**src/rtl/pdp_cu_pkg.sv**
```systemverilog
// pdp_cu_pkg: shared definitions for the PDP-style multicycle control unit.
//   cu_state_e  - control-unit state encoding (also exported on state_o)
//   OP_*        - IR opcode values
//   MSRC_*      - memory address mux selects
//   PCSRC_*     - PC load source selects
//   ALU_*       - ALU function selects
//   SRCB_*      - ALU B-operand selects
//   dispatch()  - post-address-resolution routing by opcode
package pdp_cu_pkg;

    typedef enum logic [3:0] {
        ST_FETCH    = 4'd0,
        ST_DECODE   = 4'd1,
        ST_IND      = 4'd2,
        ST_EXEC_RD  = 4'd3,
        ST_EXEC_WR  = 4'd4,
        ST_ISZ_WB   = 4'd5,
        ST_OPR      = 4'd6,
        ST_HALT     = 4'd7,
        ST_FAULT    = 4'd8,
        ST_IRQ_SAVE = 4'd9
    } cu_state_e;

    localparam logic [2:0] OP_AND = 3'b000;
    localparam logic [2:0] OP_ADD = 3'b001;
    localparam logic [2:0] OP_LDA = 3'b010;
    localparam logic [2:0] OP_STA = 3'b011;
    localparam logic [2:0] OP_JMP = 3'b100;
    localparam logic [2:0] OP_JSR = 3'b101;
    localparam logic [2:0] OP_ISZ = 3'b110;
    localparam logic [2:0] OP_OPR = 3'b111;

    localparam logic [1:0] MSRC_PC = 2'b00;
    localparam logic [1:0] MSRC_EA = 2'b01;
    localparam logic [1:0] MSRC_IR = 2'b10;

    localparam logic [1:0] PCSRC_INC = 2'b00;
    localparam logic [1:0] PCSRC_EA  = 2'b01;
    localparam logic [1:0] PCSRC_EA1 = 2'b10;

    localparam logic [1:0] ALU_PASSB = 2'b00;
    localparam logic [1:0] ALU_AND   = 2'b01;
    localparam logic [1:0] ALU_ADD   = 2'b10;
    localparam logic [1:0] ALU_INC   = 2'b11;

    localparam logic [1:0] SRCB_MDR  = 2'b00;
    localparam logic [1:0] SRCB_ZERO = 2'b01;
    localparam logic [1:0] SRCB_ONE  = 2'b10;

    // Where an instruction goes once its effective address is final.
    // ST_FETCH means the instruction completes here (JMP).
    function automatic cu_state_e dispatch(input logic [2:0] op);
        case (op)
            OP_AND, OP_ADD, OP_LDA, OP_ISZ: dispatch = ST_EXEC_RD;
            OP_STA, OP_JSR:                 dispatch = ST_EXEC_WR;
            OP_JMP:                         dispatch = ST_FETCH;
            default:                        dispatch = ST_OPR;
        endcase
    endfunction

endpackage

```
**src/rtl/pdp_cu_wait.sv**
```systemverilog
// pdp_cu_wait: memory handshake helper for the control unit.
//   req       in  state wants a memory access
//   clr       in  restart the wait count (state change or completed access)
//   mem_ready in  memory completes the current request
//   mem_req   out request strobe; dropped asynchronously by reset
//   done      out request accepted this cycle
//   timeout   out TMO_MAX wait cycles elapsed and memory still not ready
module pdp_cu_wait #(
    parameter int unsigned TMO_W   = 4,
    parameter int unsigned TMO_MAX = 15
) (
    input  logic clk,
    input  logic rst_n,
    input  logic req,
    input  logic clr,
    input  logic mem_ready,
    output logic mem_req,
    output logic done,
    output logic timeout
);

    logic [TMO_W-1:0] wait_cnt;
    logic             stall;

    // Gating with rst_n keeps a reset mid-access from leaving a strobe up
    // while the state register is being forced back to FETCH.
    assign mem_req = req & rst_n;
    assign done    = mem_req & mem_ready;
    assign stall   = mem_req & ~mem_ready;
    assign timeout = stall & (wait_cnt == TMO_W'(TMO_MAX));

    always_ff @(posedge clk or negedge rst_n) begin
        if (!rst_n) begin
            wait_cnt <= '0;
        end else if (clr) begin
            wait_cnt <= '0;
        end else if (stall) begin
            wait_cnt <= wait_cnt + TMO_W'(1);
        end
    end

endmodule

```
**src/rtl/pdp_cu_hs.sv**
```systemverilog
// pdp_cu_hs: multicycle control unit with memory request/ready handshake,
// timeout, bounded multi-level indirection, ISZ/JSR sequencing and a
// sticky HALT/FAULT terminal state.
//   clk, rst_n            clock, async active-low reset
//   op, ind, opr_hlt      IR opcode, indirect bit, OPR halt microbit
//   skip_cond             datapath zero flag
//   mem_ready/mem_req/mem_we/mem_src   memory handshake and address select
//   ldir..ldcy            register load enables
//   pcsrc, alu_fnc, alu_srca, alu_srcb, wr_src   datapath selects
//   busy, fault, state_o  status and debug state
// Optional: define CU_IRQ_EN to add irq/ien inputs and the IRQ_SAVE state.
module pdp_cu_hs
    import pdp_cu_pkg::*;
#(
    parameter int unsigned IND_DEPTH = 1,
    parameter int unsigned TMO_W     = 4,
    parameter int unsigned TMO_MAX   = 15
) (
    input  logic       clk,
    input  logic       rst_n,
    input  logic [2:0] op,
    input  logic       ind,
    input  logic       opr_hlt,
    input  logic       skip_cond,
    input  logic       mem_ready,
`ifdef CU_IRQ_EN
    input  logic       irq,
    input  logic       ien,
`endif
    output logic       mem_req,
    output logic       mem_we,
    output logic [1:0] mem_src,
    output logic       ldir,
    output logic       ldea,
    output logic       ldpc,
    output logic       ldacc,
    output logic       ldcy,
    output logic [1:0] pcsrc,
    output logic [1:0] alu_fnc,
    output logic       alu_srca,
    output logic [1:0] alu_srcb,
    output logic       wr_src,
    output logic       busy,
    output logic       fault,
    output logic [3:0] state_o
);

    localparam int unsigned IW = $clog2(IND_DEPTH + 1);

    cu_state_e     state, state_nxt, fetch_nxt, disp;
    logic [IW-1:0] ind_cnt;
    logic          ind_inc, end_instr, req, done, timeout, clr;

    assign clr     = (state_nxt != state) | done;
    assign fault   = (state == ST_FAULT);
    assign state_o = state;

    pdp_cu_wait #(
        .TMO_W   (TMO_W),
        .TMO_MAX (TMO_MAX)
    ) u_wait (
        .clk       (clk),
        .rst_n     (rst_n),
        .req       (req),
        .clr       (clr),
        .mem_ready (mem_ready),
        .mem_req   (mem_req),
        .done      (done),
        .timeout   (timeout)
    );

    always_ff @(posedge clk or negedge rst_n) begin
        if (!rst_n) begin
            state <= ST_FETCH;
        end else begin
            state <= state_nxt;
        end
    end

    // Indirection levels taken by the current instruction.
    always_ff @(posedge clk or negedge rst_n) begin
        if (!rst_n) begin
            ind_cnt <= '0;
        end else if (state == ST_FETCH) begin
            ind_cnt <= '0;
        end else if (ind_inc) begin
            ind_cnt <= ind_cnt + IW'(1);
        end
    end

    always_comb begin
        state_nxt = state;
        req       = 1'b0;
        mem_we    = 1'b0;
        mem_src   = MSRC_PC;
        ldir      = 1'b0;
        ldea      = 1'b0;
        ldpc      = 1'b0;
        ldacc     = 1'b0;
        ldcy      = 1'b0;
        pcsrc     = PCSRC_INC;
        alu_fnc   = ALU_PASSB;
        alu_srca  = 1'b0;
        alu_srcb  = SRCB_MDR;
        wr_src    = 1'b0;
        busy      = 1'b1;
        ind_inc   = 1'b0;
        end_instr = 1'b0;
        disp      = dispatch(op);
        fetch_nxt = ST_FETCH;
`ifdef CU_IRQ_EN
        if (irq && ien) fetch_nxt = ST_IRQ_SAVE;
`endif

        case (state)
            ST_FETCH: begin
                req = 1'b1;
                if (done) begin
                    ldir      = 1'b1;
                    ldpc      = 1'b1;
                    state_nxt = ST_DECODE;
                end
            end
            ST_DECODE: begin
                ldea    = 1'b1;
                mem_src = MSRC_IR;
                if (ind) begin
                    state_nxt = ST_IND;
                end else if (disp == ST_FETCH) begin
                    ldpc      = 1'b1;
                    pcsrc     = PCSRC_EA;
                    end_instr = 1'b1;
                end else begin
                    state_nxt = disp;
                end
            end
            ST_IND: begin
                // ind here is the indirect bit of the pointer word just read;
                // set means another level is wanted.
                req     = 1'b1;
                mem_src = MSRC_EA;
                if (done) begin
                    ldea    = 1'b1;
                    ind_inc = 1'b1;
                    if (ind) begin
                        state_nxt = (ind_cnt == IW'(IND_DEPTH - 1)) ? ST_FAULT : ST_IND;
                    end else if (disp == ST_FETCH) begin
                        ldpc      = 1'b1;
                        pcsrc     = PCSRC_EA;
                        end_instr = 1'b1;
                    end else begin
                        state_nxt = disp;
                    end
                end
            end
            ST_EXEC_RD: begin
                req     = 1'b1;
                mem_src = MSRC_EA;
                case (op)
                    OP_AND:  alu_fnc = ALU_AND;
                    OP_ADD:  alu_fnc = ALU_ADD;
                    default: alu_fnc = ALU_PASSB;
                endcase
                if (done) begin
                    ldacc = (op == OP_AND) | (op == OP_ADD) | (op == OP_LDA);
                    ldcy  = (op == OP_ADD);
                    if (op == OP_ISZ) state_nxt = ST_ISZ_WB;
                    else              end_instr = 1'b1;
                end
            end
            ST_ISZ_WB: begin
                req     = 1'b1;
                mem_we  = 1'b1;
                mem_src = MSRC_EA;
                alu_fnc = ALU_INC;
                wr_src  = 1'b1;
                if (done) begin
                    ldpc      = skip_cond;
                    end_instr = 1'b1;
                end
            end
            ST_EXEC_WR: begin
                req      = 1'b1;
                mem_we   = 1'b1;
                mem_src  = MSRC_EA;
                wr_src   = (op == OP_JSR);
                alu_srca = (op == OP_JSR);
                if (done) begin
                    if (op == OP_JSR) begin
                        ldpc  = 1'b1;
                        pcsrc = PCSRC_EA1;
                    end
                    end_instr = 1'b1;
                end
            end
            ST_OPR: begin
                if (opr_hlt) begin
                    state_nxt = ST_HALT;
                end else begin
                    ldpc      = skip_cond;
                    end_instr = 1'b1;
                end
            end
            ST_HALT: begin
                busy = 1'b0;
            end
            ST_FAULT: begin
                busy = 1'b0;
            end
`ifdef CU_IRQ_EN
            ST_IRQ_SAVE: begin
                // IR (and hence the page address and EA) is cleared by the
                // datapath on interrupt entry, so the write lands at 0 and
                // EA+1 reloads PC with 1.
                req      = 1'b1;
                mem_we   = 1'b1;
                mem_src  = MSRC_IR;
                wr_src   = 1'b1;
                alu_srca = 1'b1;
                if (done) begin
                    ldpc      = 1'b1;
                    pcsrc     = PCSRC_EA1;
                    state_nxt = ST_FETCH;
                end
            end
`endif
            default: begin
                state_nxt = ST_FAULT;
            end
        endcase

        if (end_instr) state_nxt = fetch_nxt;
        if (timeout)   state_nxt = ST_FAULT;
    end

endmodule
```
**config.mk**
```make
export PLATFORM = sky130hd
export DESIGN_NAME = pdp_cu_hs
export DESIGN_NICKNAME = d
export VERILOG_FILES = /design/src/rtl/pdp_cu_pkg.sv /design/src/rtl/pdp_cu_wait.sv /design/src/rtl/pdp_cu_hs.sv
export SDC_FILE = /design/constraint.sdc
export NUM_CORES = 1
export LEC_CHECK = 0
export ABC_AREA = 1
export BUFFER_PORTS_ARGS = -buffer_cell sky130_fd_sc_hd__buf_2
export CAP_MARGIN = 0
export CELL_PAD_IN_SITES_DETAIL_PLACEMENT = 2
export CELL_PAD_IN_SITES_GLOBAL_PLACEMENT = 2
export CORE_ASPECT_RATIO = 1.1
export CORE_MARGIN = 3
export CORE_UTILIZATION = 26
export CTS_CLUSTER_DIAMETER = 80
export CTS_CLUSTER_SIZE = 30
export DETAILED_ROUTE_END_ITERATION = 10
export GPL_TIMING_DRIVEN = 0
export MAX_ROUTING_LAYER = met4
export PLACE_DENSITY_LB_ADDON = 0.1
export SYNTH_ARGS = -nofsm -noshare
export SYNTH_HDL_FRONTEND = slang
export SYNTH_SLANG_ARGS = --single-unit
```
**constraint.sdc**
```tcl
create_clock -name clk -period 2 [get_ports clk]
set_input_delay 0.2 -clock clk [delete_from_list [all_inputs] [get_ports clk]]
set_output_delay 0.2 -clock clk [all_outputs]
set_load 0.05 [all_outputs]
```
; Yosys cells after proc, flatten, opt, wreduce, memory -nomap -nowiden
; Index checks and enable logic that the tools add are counted.
[totals]
regBits = 9
input_bits = 9
output_inout_bits = 23
word_cells = 92
[op_classes]
addsub = 2
eq_ne = 16
mux = 51
n_bitwise = 8
reduce_logical = 12
[ops]
columns = cell, n
row1 = $mux 4, 13
row2 = $mux 1, 25
row3 = $pmux 4 s6, 1
row4 = $eq 4x3->1 const B, 4
row5 = $pmux 2 s2, 3
row6 = $reduce_or 4->1, 3
row7 = $eq 3x3->1 const B, 3
row8 = $pmux 3 s3, 1
row9 = $eq 4x2->1 const B, 2
row10 = $eq 4x4->1 const B, 2
row11 = $logic_not 4->1, 2
row12 = $eq 3x2->1 const B, 2
row13 = $mux 2, 3
row14 = $pmux 1 s6, 1
row15 = $pmux 2 s3, 1
row16 = $reduce_or 2->1, 3
row17 = $pmux 1 s5, 1
row18 = $reduce_or 5->1, 1
row19 = $add 4x1->4 const B, 1
row20 = $and 1x1->1, 4
row21 = $eq 4x1->1 const B, 1
row22 = $ne 4x4->1, 1
row23 = $pmux 1 s2, 2
row24 = $reduce_bool 2->1, 2
row25 = 5 further kinds, 7

; Longest topological paths before layout
[logic_depth]
word_depth = 13
depth_mapped = 15
mapped_depth_nobuf = 14

; Cells and area by module
; A second synthesis with hierarchy kept.
[hier_totals]
cells_unflattened = 172
area_unflattened_um2 = 1042.2
[by_module_without_submodules]
columns = module, n_inst, cells_each, area_each_um2, seq_area_each_um2
row1 = pdp_cu_hs, 1, 141, 794.5, 125.1
row2 = pdp_cu_wait, 1, 31, 247.7, 100.1

; Worst setup path after synthesis
; No wires, ideal clock.
[synth_timing]
path_kind = reg-to-output
start = reg state[1], in the netlist state_o[1]
end = out busy
arrival_ns = 2.618
t_required_ns = 1.800
path_slack_ns = -0.818
path_stages_with_launch = 6
n_path_buf = 1
cell_sequence = dfrtp_1 > buf_4 > inv_2 > nand2_1 > nor3_1 > nor2_1
[synth_between]
elab_chain_len = 3
word_cells_on_any_way = 4
classes_between = 2 x eq/ne / 1 x mux / 1 x reduce/logical
[synth_rtl]
columns = element, line
row1 = start: declaration, pdp_cu_hs.sv:50  ; cu_state_e state, state_nxt, fetch_nxt, disp;
row2 = start signal: assignment, pdp_cu_hs.sv:76  ; state <= state_nxt;
row3 = $eq 4x4->1, -
row4 = via fault, pdp_cu_hs.sv:44  ; output logic fault,
row5 = $reduce_or 2->1 (no source line), -
row6 = $mux 1, pdp_cu_hs.sv:115  ; case (state)
row7 = end: declaration, pdp_cu_hs.sv:43  ; output logic busy,
; The timed path passes the listed nets, and every way through them passes these cells.

; Final worst setup path
[layout_timing]
start = reg state[2], in the netlist state_o[2]
end = reg u_wait.wait_cnt[2]
[layout_between]
elab_chain_len = 12
word_cells_on_any_way = 36
classes_between = 9 x eq/ne / 17 x mux / 5 x bitwise / 5 x reduce/logical
[layout_rtl]
columns = element, line
row1 = "$eq 4x3->1, or another cell as far along", pdp_cu_hs.sv:115
row2 = $reduce_or 5->1 (no source line), -
row3 = $mux 1, pdp_cu_hs.sv:115
row4 = $and 1x1->1, pdp_cu_wait.sv:27  ; assign mem_req = req & rst_n;
row5 = $and 1x1->1, pdp_cu_wait.sv:28  ; assign done = mem_req & mem_ready;
row6 = "$mux 4, or another cell as far along", pdp_cu_hs.sv:164  ; if (done) begin
row7 = $pmux 4 s6 or $pmux 1 s5 (tied branches), pdp_cu_hs.sv:115
row8 = $mux 4, pdp_cu_hs.sv:232  ; if (end_instr) state_nxt = fetch_nxt;
row9 = $mux 4, pdp_cu_hs.sv:233  ; if (timeout) state_nxt = ST_FAULT;
row10 = $ne 4x4->1, pdp_cu_hs.sv:54  ; assign clr = (state_nxt != state) | done;
row11 = $or 1x1->1, pdp_cu_hs.sv:54
row12 = $mux 4 or $reduce_bool 2->1 (tied branches), -
row13 = end signal: assignment, pdp_cu_wait.sv:38  ; wait_cnt <= wait_cnt + TMO_W'(1);
row14 = end: declaration, pdp_cu_wait.sv:22  ; logic [TMO_W-1:0] wait_cnt;
; Several ways; a longest one is shown, not always the timed one.
; A chain may end at the register's enable or synchronous reset.

==> results.toml <==
[logic_synthesis]
count_of_warnings_emitted_by_yosys = 0
avgSynthCellArea_um2 = 6.565
synth_edf_count = 0
ys_dominant_reg_cell = "dfrtp_1"
synthDistinctLibCells = 27
synth_async_reset_ratio = 1.000
syn-instance-count = 154
seq_area_frac_synth = 0.2228
ys_seq_elements = 9
syn-cell-area_mm2 = 0.001011

[pwr]
power_total_uw = 460.3
total_leakage_power_uw = 0.0008848
power-per-cell-area_mw_per_mm2 = 292.2
power.ir.vdd_worst_v = 0.0001771

[cts]
ctsLongestPathBuffers = 2
path_clk_slew_ns = 0.05
cts-buffers-inserted = 3
cts-htree-levels = 1
tritoncts = "done"
clock_latency_ns = 0.24
cts_root_buffer = "clkbuf_8"
count_of_clock_tree_sinks = 9

[floorplan]
die_height_um = 71.40
row_count = 23
die_footprint_mm2 = 0.004673
initial_core_util = 0.2745
die_width_um = 65.46
core_area_mm2 = 0.003684
design.portCount = 32

[critical_path]
crit_slowest_cell = "dfrtp_2"
combined_buffer_and_inverter_count_along_the_critical_path = 1
critical-path-top-cell-by-count = "nand2_1"
timing.critical_path.required_ns = 2.12
startpoint_class_of_the_critical_path = "flip-flop"
worst_setup_path_end_kind = "flip-flop"
critical_path.cell_chain = "nor2_4, nand2_2, nand3_4, nand2_4, inv_2, nand2_4, nand2_1, nand3_2, nand3_2, nand2_1, nand2_1, nor2_2, nand2_2, nor2_1"
slowest_delay_ns = 0.48
cp_top_family = "simple AND/OR/NAND/NOR gates"
cp_max_fo = 6
criticalPathCategory = "flip-flop to flip-flop"
crit_arrival_ns = 2.12

[placed_design]
io_buffers = 28
finalWeightedCongestion = 0.7948
detailedPlacementHpwl_um = 2912
placed_cells_incl_taps = 233

[routing]
drt_iter0_markers = 31
via_per_inst = 4.826
detail-route-antenna-nets = 0
mean_routed_wirelength_per_cell_um = 17.49
postRouteWirelength_um = 4426
drt_drc_violations_left = 0
route.vias.total = 1221
dr.pass1.iters = 4

[global_routing]
grt_antenna_before_repair = 0
grt_overflow_total = 0
global_route_usage_over_all_layers = 0.1717
grt_pass1_vias = 1200
first_pass_grt_wire_length_um = 6023
grt_max_degree = 10

[final_layout]
num-nets-final = 214
stdcell_count = 253
share_of_cells_above_drive_strength_1 = 0.5074
layout_area_overhead_pct = 55.82
finalCoreUtilization = 0.4276
diodes = 0

[run]
max-cap-violations = 0

[timing]
layout_worst_path_cycle_share = 0.9997
final-max-slew-violation-count = 0
hold_violations = 0
timing.clock.skew_ns = 0.0006766
clock.fmax_mhz = 500.2
grt_setup_unrepaired = "yes"
setup_viol = 0
finalCriticalPeriod_ns = 1.999
hold_slack_ns = 0.4423

[outcome]
outcome = "completed"

[min_path]
hold_path_class = "input port to flip-flop"
path summary, 6_finish.rpt:
check	start	to	slack, ns	cells past startpoint
worst min register to register	u_wait.wait_cnt[1]$_DFFE_PN0P_	u_wait.wait_cnt[1]$_DFFE_PN0P_	0.58	2
max in group asynchronous	rst_n	state_o[2]$_DFF_PN0_	1.03	2
worst min-delay path	mem_ready	state_o[3]$_DFF_PN0_	0.44	4
min in group asynchronous	rst_n	u_wait.wait_cnt[1]$_DFFE_PN0P_	0.64	2
worst max register to register	state_o[2]$_DFF_PN0_	u_wait.wait_cnt[2]$_DFFE_PN0P_	0.0006	14
worst max-delay path	state_o[2]$_DFF_PN0_	u_wait.wait_cnt[2]$_DFFE_PN0P_	0.0006	14
worst min-delay path: stages:
cell,delay [ns]
buf_6,0.14
nor2_4,0.05
nand2_4,0.11
o311ai_2,0.13
cell type report:
class,instances,area [µm²]
Buffer,4,41.29
Clock buffer,4,45.04
Fill cell,457,2108
Timing Repair Buffer,44,282.8
Inverter,23,100.1
Tap cell,50,62.56
Sequential cell,9,230.2
Multi-Input combinational cell,119,813.3
cells by family after synthesis:
logic type | synth area share
AO/OA/AOI/OAI | 0.06435
XOR/XNOR | 0.02599
adder cells (fa/ha/maj) | 0.01237
buffers and inverters | 0.1188
flip-flops | 0.2228
multiplexers | 0.009901
other | 0.003709
AND/OR/NAND/NOR | 0.5421
registers in the layout (all words and copies together), names as in the netlist:
name and cells:
ind_cnt 1, state_o 4, u_wait.wait_cnt 4
cells in the mapped netlist, types with 2 or more instances:
cell type	instances	area, µm²
nor2_4	3	33.78
nor2_2	3	18.77
a21oi_1	3	15.01
nand2_1	37	138.9
nand2_4	3	33.78
o21ai_0	3	15.01
nand2_2	4	25.02
inv_2	4	15.01
nand3_1	12	60.06
nor3_1	4	20.02
nor2_1	21	78.83
buf_4	3	22.52
nand3_2	5	50.05
xor2_1	2	17.52
nor3_2	2	20.02
nand4_2	2	25.02
nand4_1	7	43.79
dfrtp_1	9	225.2
inv_1	19	71.32
cells in the final DEF (no fill, tap or decap), drive strengths merged, types with 2 or more instances in the layout:
master	count
inv	22
xor2	2
nor3	6
nand3	17
a21oi	3
buf	46
nand2	44
o21ai	3
conb	2
dfrtp	9
nor2	27
clkbuf	5
nand4	9
power breakdown:
group	total [µW]	leakage, µW	switching, µW	internal [µW]
Sequential	183	0.000115	0	183
Combinational	59.6	0.000747	42.7	16.9
Clock	218	0.0000228	78.6	139
per-layer routing:
layer,up-vias,global-route usage,share of wire
li1,593,-,-
met1,602,0.2159,0.42
met2,24,0.2936,0.55
met3,2,0.02821,0.023
met4,0,0.02765,0.0016
met5,-,-,0
through the flow:
stage          setup slack [ns]   TNS, ns  instance area (µm²)
6_report              0.0006026         0                 1575
3_5_place_dp           -0.09087   -0.3155                 1305
4_1_cts                0.001857         0                 1401
5_1_grt                 -0.1476   -0.6653                 1575
2_1_floorplan           -0.1684   -0.7418                 1102
3_3_place_gp           -0.02900  -0.06421                 1305
repair_timing:
item | 4_1_cts | 5_1_grt
resized for setup | 8 | 21
hold endpoints to repair | 9 | 0
setup buffers | 2 | 13
cloned | 0 | 0
endpoints found under the setup margin | 9 | 8
pin swaps | 1 | 18
hold buffers | 1 | 0
(Power assumes the default switching activity.)
